### src/rtl/core_pkg.sv
// rtl/core_pkg.sv - shared control bundle, opcodes and operand-use helpers
package core_pkg;

    typedef struct packed {
        logic       Branch;
        logic       MemRead;
        logic       MemtoReg;
        logic       MemWrite;
        logic       RegWrite;
        logic       ALUSrc;
        logic [3:0] ALUOp;
        logic [1:0] AuipcLui;
    } ctrl_t;

    localparam ctrl_t CTRL_NOP = '0;

    localparam logic [6:0] OP_R     = 7'b0110011;
    localparam logic [6:0] OP_I     = 7'b0010011;
    localparam logic [6:0] OP_LOAD  = 7'b0000011;
    localparam logic [6:0] OP_S     = 7'b0100011;
    localparam logic [6:0] OP_B     = 7'b1100011;
    localparam logic [6:0] OP_LUI   = 7'b0110111;
    localparam logic [6:0] OP_AUIPC = 7'b0010111;
    localparam logic [6:0] OP_JALR  = 7'b1100111;

    // U-type instructions carry immediate bits where rs1 would sit
    function automatic logic uses_rs1(input logic [6:0] opcode);
        return (opcode != OP_LUI) && (opcode != OP_AUIPC);
    endfunction

    // Only R, S and B formats read a second source register
    function automatic logic uses_rs2(input logic [6:0] opcode);
        return (opcode == OP_R) || (opcode == OP_S) || (opcode == OP_B);
    endfunction

endpackage

### src/rtl/hazard_detect.sv
// rtl/hazard_detect.sv - combinational load-use hazard detector
module hazard_detect
    import core_pkg::*;
#(
    parameter int REG_AW = 5
) (
    input  logic              ex_valid,
    input  logic              ex_memread,
    input  logic [REG_AW-1:0] ex_rd,
    input  logic [REG_AW-1:0] id_rs1,
    input  logic [REG_AW-1:0] id_rs2,
    input  logic [6:0]        id_opcode,
    output logic              load_use
);

    logic rs1_hit;
    logic rs2_hit;

    // A load in EX conflicts with any real source operand of the ID instruction; x0 never conflicts
    always_comb begin
        rs1_hit  = (ex_rd == id_rs1) && uses_rs1(id_opcode);
        rs2_hit  = (ex_rd == id_rs2) && uses_rs2(id_opcode);
        load_use = ex_valid && ex_memread && (ex_rd != '0) && (rs1_hit || rs2_hit);
    end

endmodule

### src/rtl/id_ex_pipe.sv
// rtl/id_ex_pipe.sv - ID/EX pipeline register with load-use stall, flush and bubble counter
module id_ex_pipe
    import core_pkg::*;
#(
    parameter int XLEN   = 32,
    parameter int REG_AW = 5,
    parameter int CNT_W  = 16
) (
    input  logic              CLK,
    input  logic              RST,
    input  ctrl_t             id_ctrl,
    input  logic [6:0]        id_opcode,
    input  logic [XLEN-1:0]   id_pc,
    input  logic [XLEN-1:0]   id_rs1_data,
    input  logic [XLEN-1:0]   id_rs2_data,
    input  logic [XLEN-1:0]   id_imm,
    input  logic [REG_AW-1:0] id_rs1,
    input  logic [REG_AW-1:0] id_rs2,
    input  logic [REG_AW-1:0] id_rd,
    input  logic [2:0]        id_funct3,
    input  logic              id_funct7b5,
    input  logic              flush,
    input  logic              mem_stall,
    output logic              HZRDcontrol,
    output logic              PCWrite,
    output logic              IFIDWrite,
    output logic              ex_valid,
    output ctrl_t             ex_ctrl,
    output logic [XLEN-1:0]   ex_pc,
    output logic [XLEN-1:0]   ex_rs1_data,
    output logic [XLEN-1:0]   ex_rs2_data,
    output logic [XLEN-1:0]   ex_imm,
    output logic [REG_AW-1:0] ex_rs1,
    output logic [REG_AW-1:0] ex_rs2,
    output logic [REG_AW-1:0] ex_rd,
    output logic [2:0]        ex_funct3,
    output logic              ex_funct7b5,
    output logic [CNT_W-1:0]  bubble_cnt
);

    logic load_use;
    logic bubble;

    hazard_detect #(.REG_AW(REG_AW)) u_hazard (
        .ex_valid   (ex_valid),
        .ex_memread (ex_ctrl.MemRead),
        .ex_rd      (ex_rd),
        .id_rs1     (id_rs1),
        .id_rs2     (id_rs2),
        .id_opcode  (id_opcode),
        .load_use   (load_use)
    );

    // A flushed ID instruction is killed, so its load-use request is irrelevant
    assign bubble = flush || load_use;

    // ID/EX register: stall holds, bubble zeroes control locally, otherwise capture
    always_ff @(posedge CLK) begin
        if (RST) begin
            ex_valid    <= 1'b0;
            ex_ctrl     <= CTRL_NOP;
            ex_pc       <= '0;
            ex_rs1_data <= '0;
            ex_rs2_data <= '0;
            ex_imm      <= '0;
            ex_rs1      <= '0;
            ex_rs2      <= '0;
            ex_rd       <= '0;
            ex_funct3   <= '0;
            ex_funct7b5 <= 1'b0;
            bubble_cnt  <= '0;
        end else if (mem_stall) begin
            ex_valid    <= ex_valid;
        end else if (bubble) begin
            ex_valid    <= 1'b0;
            ex_ctrl     <= CTRL_NOP;
            if (bubble_cnt != {CNT_W{1'b1}}) begin
                bubble_cnt <= bubble_cnt + CNT_W'(1);
            end
        end else begin
            ex_valid    <= 1'b1;
            ex_ctrl     <= id_ctrl;
            ex_pc       <= id_pc;
            ex_rs1_data <= id_rs1_data;
            ex_rs2_data <= id_rs2_data;
            ex_imm      <= id_imm;
            ex_rs1      <= id_rs1;
            ex_rs2      <= id_rs2;
            ex_rd       <= id_rd;
            ex_funct3   <= id_funct3;
            ex_funct7b5 <= id_funct7b5;
        end
    end

    // Front-end enables and decoder bubble request, same priority as the register update
    always_comb begin
        PCWrite     = 1'b1;
        IFIDWrite   = 1'b1;
        HZRDcontrol = 1'b0;
        if (mem_stall) begin
            PCWrite   = 1'b0;
            IFIDWrite = 1'b0;
        end else if (flush) begin
            PCWrite   = 1'b1;
            IFIDWrite = 1'b1;
        end else if (load_use) begin
            PCWrite     = 1'b0;
            IFIDWrite   = 1'b0;
            HZRDcontrol = 1'b1;
        end
    end

endmodule

### config.mk
export PLATFORM = sky130hd
export DESIGN_NAME = id_ex_pipe
export DESIGN_NICKNAME = d
export VERILOG_FILES = /design/src/rtl/core_pkg.sv /design/src/rtl/hazard_detect.sv /design/src/rtl/id_ex_pipe.sv
export SDC_FILE = /design/constraint.sdc
export NUM_CORES = 1
export LEC_CHECK = 0
export ABC_AREA = 1
export BUFFER_PORTS_ARGS = -buffer_cell sky130_fd_sc_hd__buf_2
export CAP_MARGIN = 0
export CORE_AREA = 2 2 136 138
export DETAILED_ROUTE_END_ITERATION = 10
export DIE_AREA = 0 0 138 140
export GPL_ROUTABILITY_DRIVEN = 0
export PLACE_DENSITY = 0.76
export SYNTH_ARGS = -nofsm -noshare
export SYNTH_HDL_FRONTEND = slang
export SYNTH_SLANG_ARGS = --single-unit
### constraint.sdc
create_clock -name CLK -period 5.6 [get_ports CLK]
set_clock_uncertainty 0.15 [all_clocks]
set_input_delay 1.12 -clock CLK [delete_from_list [all_inputs] [get_ports CLK]]
set_output_delay 1.12 -clock CLK [all_outputs]
set_load 0.02 [all_outputs]
==> reports/metrics.yaml <==
global_route:
  grt_antenna_before_repair: 1
  grt_pass1_vias: 6377
  grt_max_degree: 88
  overflow: 0
  grt_pass1_wl_mm: 32.3
  grt_usage: 0.203
pwr:
  p_leak_nw: 4.42
  power_density_nw_per_um2: 321
  ir_worst_vdd_mv: 0.196
critical_path:
  r2r_cells: 11
  cp_slowest_stage_delay_ns: 0.64
  cp.arrival_ns: 2.54
  start_kind: "primary input"
  end_kind: "output port"
  critPathKind: "in2out"
  crit_chain: "buf_2 > inv_1 > o21ai_0 > inv_1 > buf_2"
  slowest_stage: "inv_1"
  critPathMaxFanout: 24
  cp.required_ns: 4.33
floorplan:
  core_sq_um: 17800
  initial_core_util: 0.380
  ios: 349
  std_cell_rows: 49
  die_area_sq_um: 19300
  chipHeight_um: 140
  die_x_um: 138
cells_and_area:
  fin_nets: 1408
  layout_common_cells: "390 x nand2_1, 347 x buf_2, 176 x dfxtp_1"
  fill_cells: 1778
  drive_gt1_frac: 0.311
  layout.cells.most_common: "nand2_1"
  area_delta_synth_final_pct: 35.5
sta:
  min_period_ns: 3.81
  grt_setup_unrepaired: "no"
  max_freq_ghz: 0.263
  finalHoldViolations: 0
  maxSlewViolCount: 0
  finalWorstSetupSlack_ns: 1.79
  tns_ns: 0
  finalCritPeriodShare: 0.680
  slew_headroom: 0.399
  worst_pin_slew_ns: 0.902
  setup_viol: 0
clock_tree:
  cts_resized: 0
  tritoncts: "built"
  clk-insertion-delay-late_ns: 0.42
  cts_max_level: 4
  cts_setup_buffers: 0
  cts_hold_buf: 0
  cts_inserted_buffers: 17
  clk_transition_reported_paths_ns: 0.06
  cts_num_sinks: 176
  cts_root_buf: "clkbuf_16"
  cts_buffer_depth: 2
yosys:
  synthDistinctLibCells: 21
  synth_area_sq_um: 6750
  synth-seq-area-share: 0.522
  yosys_warnings: 0
  postSynthCellCount: 924
  yosys_register_bits: 176
  synth_nets: 1095
  synth_area_per_cell_sq_um: 7.31
detailed_routing:
  drt-pass1-iter-count: 4
  route.antenna.remaining_nets: 0
  wl_per_cell_um: 13.7
  dr_total_vias: 7036
  drc: 0
  finalWirelength_mm: 20.3
  vias_per_cell: 4.75
  drtIter0Drc: 373
flow_run:
  drv_cap: 0
placement:
  io_buffers: 348
  place_ws_ns: 1.76
  hpwl_mm: 14.3
hold_path:
  whs_path_depth: 2
  hold_class: "reg2reg"
outcome:
  status: "complete, no violations"
==> synthesized netlist by cell type, drive strengths merged <==
cell,count,area share
a21oi,161,0.12
buf,35,0.032
clkbuf,25,0.014
clkinv,1,0.00056
dfxtp,176,0.52
ha,1,0.0019
inv,43,0.024
nand2,391,0.22
nand3,17,0.013
nand4,13,0.012
nor2,40,0.022
nor3,9,0.0067
o21a,1,0.0011
o21ai,1,0.00074
xnor2,2,0.0026
xor2,8,0.010
==> cells by family after synthesis <==
family / after synthesis / share of synthesized area
adder cells (fa/ha/maj): 1 / 0.00185
XOR/XNOR: 10 / 0.0130
AND/OR/NAND/NOR: 470 / 0.272
AO/OA/AOI/OAI: 163 / 0.121
flip-flops: 176 / 0.522
buffers and inverters: 104 / 0.0701
==> path summary, 6_finish.rpt <==
kind	to	start	slack [ns]
max	PCWrite	mem_stall	1.79
min	ex_rs2_data[15]$_SDFFE_PP0P_	ex_rs2_data[15]$_SDFFE_PP0P_	0.31
min reg2reg	ex_rs2_data[15]$_SDFFE_PP0P_	ex_rs2_data[15]$_SDFFE_PP0P_	0.31
max reg2reg	ex_rs2_data[24]$_SDFFE_PP0P_	ex_rd[1]$_SDFFE_PP0P_	2.88
==> power breakdown <==
part	switching, W	total (W)	internal [W]
clock network	0.000518	0.00124	0.000725
logic	0.000225	0.000352	0.000127
registers	0.0000312	0.00134	0.00131
==> routing by layer <==
metal	track usage	up-vias	wire [um]
met1	0.253	3166	8630
met5	0	-	0
li1	-	3547	-
met3	0.0632	28	1700
met4	0.0634	0	333
met2	0.337	295	9670
==> worst max-delay path: cells and delay by family <==
family	cells	cell delay [ns]
buffers and inverters	4	1.17
AO/OA/AOI/OAI	1	0.24
==> final cells by class <==
| class | instances | area (sq um) | area share |
|---|---|---|---|
| inverters | 44 | 168 | 0.0183 |
| clock inverters | 13 | 174 | 0.0190 |
| diodes | 1 | 2.50 | 0.000274 |
| multi-input cells | 644 | 2760 | 0.302 |
| clock buffers | 19 | 443 | 0.0484 |
| well taps | 229 | 287 | 0.0313 |
| repair buffers | 354 | 1790 | 0.196 |
| flip-flops and latches | 176 | 3520 | 0.385 |
==> flip-flops by register name, indices dropped and copies added, names as in the netlist <==
register	count
ex_valid	1
ex_rs2_data	32
ex_imm	32
ex_rs2	5
bubble_cnt	16
ex_funct3	3
ex_rs1_data	32
ex_pc	32
ex_rs1	5
ex_funct7b5	1
ex_ctrl	12
ex_rd	5
==> stage by stage <==
step	cell area, sq um	utilization	power [W]	cells	hold WS [ns]
after floorplan	6750	-	0.00157	924	0.309
after global placement	8530	0.480	0.00171	1447	0.299
after detailed placement	8530	0.480	0.00172	1447	0.302
after CTS	9150	0.514	0.00297	1479	0.313
after global routing	9150	0.515	0.00306	1480	0.328
final	9150	0.515	0.00293	1480	0.311
No activity file was read; power rests on OpenSTA's default activity.
